File: src/rtl/osc_slot_sequencer.sv
// ---------------------------------------------------------------------------
// osc_slot_sequencer
//
// Master TDM slot scheduler for the oscillator datapath (nco2 + sine lookup).
// A free-running slot counter xxxx = {voice, osc, env} steps once per clock
// while run is high. Per-voice phase-accumulator reset requests are collected
// in a pending set. At each frame wrap that set is moved into osc_accum_zero,
// where it is held for one full frame.
//
// Optional feature macro: SEQ_FRAME_ALIGN_STOP_EN
//   defined     : when run drops mid-frame, the counter finishes the frame,
//                 then parks at slot 0. The final wrap still raises
//                 frame_start and latches pending.
//   not defined : run=0 freezes xxxx at its current value.
//
// Ports
//   sCLK_XVXOSC     in   slot clock
//   reset_data_N    in   asynchronous active-low reset
//   run             in   1 = advance slot counter
//   zero_req        in   single-cycle phase-reset request
//   zero_voice      in   voice targeted by zero_req
//   zero_ack        out  request accepted, one cycle after zero_req
//   xxxx            out  slot index {vx, ox, ex}
//   frame_start     out  one-cycle pulse on the cycle after a wrap to 0
//   osc_accum_zero  out  per-voice accumulator reset, held for one frame
//   zero_pending    out  OR of pending request bits
// ---------------------------------------------------------------------------
module osc_slot_sequencer #(
  parameter int VOICES   = 8,
  parameter int V_ENVS   = 8,
  parameter int V_WIDTH  = 3,
  parameter int O_WIDTH  = 2,
  parameter int OE_WIDTH = 1,
  parameter int E_WIDTH  = O_WIDTH + OE_WIDTH
) (
  input  logic                       sCLK_XVXOSC,
  input  logic                       reset_data_N,
  input  logic                       run,
  input  logic                       zero_req,
  input  logic [V_WIDTH-1:0]         zero_voice,
  output logic                       zero_ack,
  output logic [V_WIDTH+E_WIDTH-1:0] xxxx,
  output logic                       frame_start,
  output logic [V_ENVS-1:0]          osc_accum_zero,
  output logic                       zero_pending
);

  localparam int F_WIDTH = V_WIDTH + E_WIDTH;
  localparam logic [F_WIDTH-1:0] SLOT_ONE = F_WIDTH'(1);

  logic [F_WIDTH-1:0] xxxx_q, xxxx_d;
  logic               frame_start_q;
  logic               zero_ack_q;
  logic [V_ENVS-1:0]  pending_q, pending_d;
  logic [V_ENVS-1:0]  accum_q, accum_d;
  logic               zero_pending_q;
  logic [V_ENVS-1:0]  req_mask;
  logic               advance;
  logic               wrap;

  // One-hot decode of the request. Voices at or above VOICES decode to
  // nothing, so such requests are acknowledged but leave pending unchanged.
  for (genvar gi = 0; gi < V_ENVS; gi++) begin : g_req
    if (gi < VOICES) begin : g_valid
      assign req_mask[gi] = zero_req & (zero_voice == V_WIDTH'(gi));
    end else begin : g_unused
      assign req_mask[gi] = 1'b0;
    end
  end

  always_comb begin
`ifdef SEQ_FRAME_ALIGN_STOP_EN
    // Keep counting until the frame completes, then park at slot 0.
    advance = run | (xxxx_q != '0);
`else
    advance = run;
`endif
    wrap    = advance & (&xxxx_q);
    xxxx_d  = advance ? (xxxx_q + SLOT_ONE) : xxxx_q;
    // A request in the wrap cycle lands in the freshly cleared set. It is
    // applied in the following frame, not this one.
    pending_d = (wrap ? '0 : pending_q) | req_mask;
    accum_d   = wrap ? pending_q : accum_q;
  end

  always_ff @(posedge sCLK_XVXOSC or negedge reset_data_N) begin
    if (!reset_data_N) begin
      xxxx_q         <= '0;
      frame_start_q  <= 1'b0;
      zero_ack_q     <= 1'b0;
      pending_q      <= '0;
      accum_q        <= '0;
      zero_pending_q <= 1'b0;
    end else begin
      xxxx_q         <= xxxx_d;
      frame_start_q  <= wrap;
      zero_ack_q     <= zero_req;
      pending_q      <= pending_d;
      accum_q        <= accum_d;
      zero_pending_q <= |pending_d;
    end
  end

  assign xxxx           = xxxx_q;
  assign frame_start    = frame_start_q;
  assign zero_ack       = zero_ack_q;
  assign osc_accum_zero = accum_q;
  assign zero_pending   = zero_pending_q;

endmodule
File: config.mk
export PLATFORM = sky130hd
export DESIGN_NAME = osc_slot_sequencer
export DESIGN_NICKNAME = d
export VERILOG_FILES = /design/src/rtl/osc_slot_sequencer.sv
export SDC_FILE = /design/constraint.sdc
export NUM_CORES = 1
export LEC_CHECK = 0
export CAP_MARGIN = 15
export CORE_MARGIN = 5
export CORE_UTILIZATION = 50
export DETAILED_ROUTE_END_ITERATION = 16
export PLACE_DENSITY = 0.83
export SKIP_CTS_REPAIR_TIMING = 1
export SLEW_MARGIN = 5
export SYNTH_ARGS = -nofsm -noshare
export SYNTH_HDL_FRONTEND = slang
export SYNTH_SLANG_ARGS = --single-unit
File: constraint.sdc
create_clock -name sCLK_XVXOSC -period 4 [get_ports sCLK_XVXOSC]
set_input_delay 1 -clock sCLK_XVXOSC [delete_from_list [all_inputs] [get_ports sCLK_XVXOSC]]
set_output_delay 1 -clock sCLK_XVXOSC [all_outputs]
set_load 0.05 [all_outputs]
==> impl_summary.md, run 1 <==
Setup path
The class of the most critical setup path is reg2out. The worst setup path is launched from a flip-flop. The number of buffers and inverters on the critical path is 1.

The critical path required time is 3000 ps. The endpoint kind of the worst setup timing path is an output pin. The worst stage delay on the critical path is 850 ps. In this run the worst path has a maximum fanout of 5. The critical path goes through clkdlybuf4s50_1.

Among all stages on the critical path, the largest delay is contributed by sky130_fd_sc_hd__clkdlybuf4s50_1. The arrival time of the worst setup path is 1650 ps. The kind of cell with the highest combined delay along the critical path is buffers and inverters.

Final layout
Cells with a size suffix above 1 make up 15.6% of the layout. The finished layout cell area is 1280 µm². From synthesis to final layout, the design area changed by 29.9%. The final layout contains 105 nets. The number of antenna cells inserted is 0.

Logic synthesis
sky130_fd_sc_hd__dfrtp_1 takes more of the synthesized area than any other cell. After Yosys synthesis, and, or, nand and nor cells account for 9.67% of the synthesized area. The async set or reset register ratio after synthesis is 100%. The cell count after synthesis came out at 69. Each instance of the synthesized netlist takes up on average 14.3 µm².

After synthesis, the share of cell area in mux cells is 10.3%. After synthesis, the cell types taking the most area are sky130_fd_sc_hd__dfrtp_1 64%, sky130_fd_sc_hd__mux2_2 10%, sky130_fd_sc_hd__a32o_1 4.1%. Summing the areas of all compound-gate instances in the mapped netlist gives 8.40% of the synthesized area. Of the total synthesized cell area, the portion taken by XOR and XNOR cells is 4.45%.

For this run, the leading register cell type out of synthesis is sky130_fd_sc_hd__dfrtp_1. The most frequent cell after synthesis is sky130_fd_sc_hd__dfrtp_1. By area, the combinational part of the netlist is dominated by multiplexers. The summed instance area of the synthesized netlist is 983 µm².

Synthesis produced a netlist with a net count of 77. The synthesized design contains 0 enable-type register cells. The total of warnings raised by yosys is 0.

The sequential element share of the synthesized area is 63.6%. After Yosys synthesis, full adders, half adders and majority gates account for 1.27% of the synthesized area. The number of different library cells used by synthesis comes to 18.

Sorting the synthesized cells by how often they occur yields 25 x sky130_fd_sc_hd__dfrtp_1, 9 x sky130_fd_sc_hd__mux2_2, 8 x sky130_fd_sc_hd__nand2_1. The share of Yosys cell area claimed by the top area cell type is 63.6%. After synthesis the netlist holds a flip-flop and latch count of 25.

Floorplan
The floorplan has 16 rows. The area of the core region is 1920 µm². The height of the die is 54.4 µm. The die outline area is 2950 µm². The floorplan step set the die width to 54.4 µm.

The number of top-level design ports is 24. Once the floorplan was initialized, standard cells occupied 51.2% of the core.

Timing
The final-report setup violation count is 0. The transition time of the tightest slew-check pin is 507 ps. The worst path uses 66.3% of the clock period.

Setup repair after global routing left no endpoint under its margin. Across the routed clock network, the largest skew measured is 1.83 ps. The number of max-slew violations in the final report is 0. After layout, the minimum clock period comes to 2650 ps. The hold violation total from the final report is 0.

Adding up every negative setup slack in the final design gives 0 ps. Headroom to the max-slew limit came out at 66.1%. Timing would allow up to 377 MHz. The smallest setup slack after layout is 1350 ps.

Worst hold path
The class of the worst hold path is reg2reg.

Route
After detailed routing, the number of remaining DRC violations is 0. The final routed wire length divided by cell count is 14.2 µm. The count of vias placed by the detailed router is 628. In the routed layout, each cell is associated on average with a via count of 5.11. The remaining antenna violation count after routing is 0. The count of routing violations after the opening detailed-route iteration is 7. The first detailed-routing pass took 5 iterations. The routed design has 1750 µm of wire.

Clocking
The clock transition at the register clock pins on the worst setup and hold paths after CTS is 130 ps. The TritonCTS clock tree is done. The master cell of the clock root buffer is sky130_fd_sc_hd__clkbuf_4. The clock sink count is 25. For the worst-skew pair, the clock arrives at the later sink with an insertion delay of 310 ps. No sink is reached through more buffers than the 2 on the longest clock path. The total CTS buffers is 3. CTS built an H-tree with a depth of 1.

Placement
The post-detailed-placement cell area is 1240 µm². During placement, the flow inserted port buffers numbering 23. The minimum setup slack after placement is 1430 ps. Routability-driven placement finished with a final weighted congestion of 0.804. The post-DP HPWL is 1270 µm.

Global route
The maximum number of pins on one net before global-route repair is 26. The number of antenna violations at the first check in global routing is 0. The overall routing resource usage is 13.8%. The wire length of the first global-routing pass is 2850 µm.

The number of global-route vias before repair is 643. The overall overflow remaining after global route is 0.

Power
The worst ir drop on vdd is 710 µV. The power per cell area is 686 nW/µm². The standby leakage power is 0.557 nW.

Run status
The flow ran to the end, and the final reports show no timing, DRC or antenna violations.

Flow run
The max capacitance violation total is 0.
[cell families (layout without fill, tap and decap cells)]
kind of cell,Yosys count,count (layout)
compound gates,9,9
fa+ha+maj,1,1
mux,9,9
flops,25,25
simple gates,16,16
xor+xnor,5,5
buf+inv,4,31
[state kept, by name (all words and copies together), names as in the netlist]
signal,flops
zero_ack,1
xxxx,6
frame_start,1
zero_pending,1
pending_q,8
osc_accum_zero,8
[final timing paths]
kind                                        start                end  slack, ps  cells after the start
worst max-delay path                      xxxx[3]            xxxx[3]       1350                      1
worst max register to register            xxxx[0]  osc_accum_zero[6]       2450                      4
max in group asynchronous            reset_data_N           zero_ack       2530                      2
worst min register to register  osc_accum_zero[2]  osc_accum_zero[2]        520                      1
min in group asynchronous            reset_data_N       pending_q[3]       1000                      1
worst min-delay path            osc_accum_zero[2]  osc_accum_zero[2]        520                      1
[placed cells by master (no fill, tap or decap)]
master	instances
sky130_fd_sc_hd__dfrtp_1	25
sky130_fd_sc_hd__nand4_1	1
sky130_fd_sc_hd__ha_1	1
sky130_fd_sc_hd__and3_4	1
sky130_fd_sc_hd__a32o_1	4
sky130_fd_sc_hd__clkbuf_1	1
sky130_fd_sc_hd__nor4_1	2
sky130_fd_sc_hd__nand4_4	1
sky130_fd_sc_hd__inv_1	3
sky130_fd_sc_hd__a22o_1	1
sky130_fd_sc_hd__xor2_1	2
sky130_fd_sc_hd__o2bb2ai_1	3
sky130_fd_sc_hd__buf_8	1
sky130_fd_sc_hd__nor2_1	2
sky130_fd_sc_hd__nor2b_1	1
sky130_fd_sc_hd__xnor2_1	3
sky130_fd_sc_hd__nand2_1	8
sky130_fd_sc_hd__clkbuf_4	3
sky130_fd_sc_hd__clkdlybuf4s50_1	23
sky130_fd_sc_hd__a21o_1	1
sky130_fd_sc_hd__mux2_2	9
[report_power, final]
group / switching [mW] / internal (mW)
clock: 0.0710 / 0.0390
combinational: 0.243 / 0.146
sequential: 0.0623 / 0.315
total: 0.376 / 0.500
[through the flow]
| step | std cells | hold WS [ps] | util (%) | power, mW |
|---|---|---|---|---|
| floorplan | 69 | 474 | - | 0.633 |
| global placement | 118 | 488 | 64.3 | 0.764 |
| detailed placement | 118 | 491 | 64.3 | 0.772 |
| CTS | 122 | 521 | 65.7 | 0.881 |
| global route | 123 | 539 | 66.5 | 0.915 |
| finish | 123 | 519 | 66.5 | 0.876 |
[routing by layer]
| layer | track usage, % | wire [µm] | share of wire, % | vias up |
|---|---|---|---|---|
| li1 | - | - | - | 302 |
| met5 | 0 | 0 | 0 | - |
| met4 | 7.47 | 44 | 2.5 | 0 |
| met1 | 16.6 | 729 | 42 | 311 |
| met3 | 1.63 | 35 | 2.0 | 4 |
| met2 | 23.7 | 940 | 54 | 11 |
[worst reg2reg max path, delay by kind of cell, from the launching register on]
kind / cells / cell delay, ps
AND/OR/NAND/NOR: 2 / 480
flip-flops: 1 / 420
multiplexers: 1 / 370
adder cells (fa/ha/maj): 1 / 190
[cell type report]
type                       count  area (µm²)
fill                         158         644
sequential                    25         626
multi-input combinational     40         335
timing repair buffer          24         245
tap                           27        33.8
clock buffer                   4        26.3
inverter                       3        11.3
(Power assumes the default switching activity.)
==> inputs of run 2 (changes only) <==
- CORE_UTILIZATION: 50 -> 42
- PLACE_DENSITY: 0.83 -> 0.74
- clock period: 4 -> 2.32 ns (I/O delays scaled with it)
==> impl_summary.md, run 2 (synthesized netlist as in run 1, its figures left out) <==
Setup path
The arrival time of the worst setup path is 1630 ps. Together, buffers and inverters on the worst path number 1. The cell with the biggest individual delay on the critical path is sky130_fd_sc_hd__clkdlybuf4s50_1. STA classifies the critical path endpoint as an output pin. The critical path's top delay family is buffers and inverters.

The critical register-to-register path startpoint is xxxx[0]. In this design, the stage delay of the slowest critical-path cell is 850 ps. The class of the most critical setup path is reg2out.

Data on the critical path is required at its endpoint by 1740 ps. The most critical setup path has its startpoint at xxxx[3]. Walking the worst path, the cells encountered are clkdlybuf4s50_1. The top fanout value on the critical path is 5. The kind of start point of the critical path is a flip-flop.

Global route
The number of antenna violations at the first check in global routing was 0. Global routing consumed, over all layers together, 10.8% of the routing resources. The number of global-route vias before repair is 657. The first global-routing pass estimated 2860 µm of wire. The maximum number of pins on one net before global-route repair is 26.

The overall overflow remaining after global route is 0.

Floorplan
The area of the core region is 2230 µm². The site row count is 17. From bottom edge to top edge, the die measures 58.4 µm. The die covers 3410 µm². 24 I/O pins were placed. The width of the die is 58.4 µm. The initial core utilization is 44.0%.

Route
Wire segments on met2 add up to 817 µm in the final route. The remaining antenna violation count after routing is 0. In the routed layout, each cell is associated on average with a via count of 4.90.

The highest metal layer carrying signal wires in the routed design is met4. The first detailed-routing pass took 4 iterations. The total wire length is 1600 µm. After detailed routing, the number of remaining DRC violations is 0.

The final routed wire length divided by cell count is 12.9 µm. After detailed routing, the wire length on met1 is 728 µm. Across all layers, the routed design uses 608 vias.

The wire length on met3 is 39 µm. After the first detailed-routing iteration, the DRC count stood at 5.

Clocking
The number of H-tree levels is 1. The TritonCTS clock tree is done. The clock sink count is 25. The clock transition at the register clock pins on the worst setup and hold paths after CTS is 120 ps. The clock latency on the worst-skew pair is 300 ps. In this run, CTS created clock tree buffers numbering 3. The root buffer cell chosen for the clock tree is sky130_fd_sc_hd__clkbuf_4. The clock passes through at most 2 buffers.

Timing
The final-report setup violation count is 0. The post-route minimum period is 2210 ps. The hold violation total from the final report is 0. The summed negative setup slack over all endpoints is 0 ps. The final worst-path cycle share is 95.3%. The final worst hold slack is 520 ps. The final worst clock skew is 3.82 ps. The smallest setup slack after layout is 109 ps. Measured against its own limit, the worst slew margin works out to 66.6%. The number of max-slew violations in the final report came to 0. Timing would allow up to 452 MHz. For the pin with the worst max-slew slack, the measured transition is 499 ps.

Setup repair after global routing left no endpoint under its margin.

Placement
The quantity of I/O buffers inserted on ports is 23. The routability congestion estimate is 0.731. The minimum setup slack after placement is 161 ps.

Detailed placement finished with a half-perimeter wire length of 1210 µm. In this run, placement finished with an instance count of 120.

Final layout
Leaving out fill and tap cells, the most frequent cells in the layout are 25 x sky130_fd_sc_hd__dfrtp_1, 23 x sky130_fd_sc_hd__clkdlybuf4s50_1, 9 x sky130_fd_sc_hd__mux2_2. Leaving out fill and tap cells, the most frequent cell in the layout is sky130_fd_sc_hd__dfrtp_1. The number of antenna diodes in the final layout is 0.

Cells with a size suffix above 1 make up 16.7% of the layout. The finished layout holds 124 standard cells, fillers aside. The layout-stage area growth over the synthesis result is 29.4%. The final net count is 105.

Run status
The flow ran to the end, and the final reports show no timing, DRC or antenna violations.

Power
Power spread over the standard cell area amounts to 1170 nW/µm². The design draws 1.49 mW. For this design the static power due to leakage is 0.557 nW. IR analysis of the VDD net gives a maximum drop of 860 µV.

Worst hold path
The launch point of the worst hold path is osc_accum_zero[2]. The min-delay analysis places its worst path in the category reg2reg.

Flow run
Max-cap violations in this run came to 0.
[run 2: stage by stage]
step / utilization, % / area, µm²
floorplan: - / 983
finish: 57.0 / 1270
CTS: 57.0 / 1270
global placement: 55.7 / 1240
global route: 57.0 / 1270
detailed placement: 55.7 / 1240
[run 2: cell type report]
| type | count | area (µm²) |
|---|---|---|
| Inverter | 3 | 11.3 |
| Sequential cell | 25 | 626 |
| Clock buffer | 3 | 22.5 |
| Tap cell | 28 | 35.0 |
| Fill cell | 188 | 961 |
| Multi-Input combinational cell | 40 | 335 |
| Timing Repair Buffer | 24 | 238 |
| Clock inverter | 1 | 5.00 |
[run 2: path summary, 6_finish.rpt]
| kind | end | slack, ps | cells past startpoint |
|---|---|---|---|
| min | osc_accum_zero[2] | 520 | 1 |
| min reg2reg | osc_accum_zero[2] | 520 | 1 |
| max | xxxx[3] | 110 | 1 |
| max in group asynchronous | osc_accum_zero[4] | 1470 | 2 |
| min in group asynchronous | xxxx[2] | 610 | 2 |
| max reg2reg | osc_accum_zero[5] | 790 | 4 |
[run 2: power breakdown]
part	internal [mW]	leakage [nW]	switching (mW)
Combinational	0.250	0.245	0.415
Clock	0.0642	0.0177	0.115
Sequential	0.543	0.294	0.106
[run 2: per-layer routing]
metal | track usage, % | up-vias
li1 | - | 301
met1 | 13.9 | 299
met2 | 17.5 | 6
met3 | 1.97 | 2
met4 | 4.97 | 0
met5 | 0 | -
==> inputs of run 3 (changes only) <==
- HOLD_SLACK_MARGIN: unset -> 0.06
- MAX_ROUTING_LAYER: unset -> met4
==> results of run 3 <==
Final layout, timing and power as in run 2 (identical DEF).
Main changes from that run: final weighted congestion in routability-driven placement 0.731 -> 0.740; overall routing resource usage 10.8% -> 11.1%
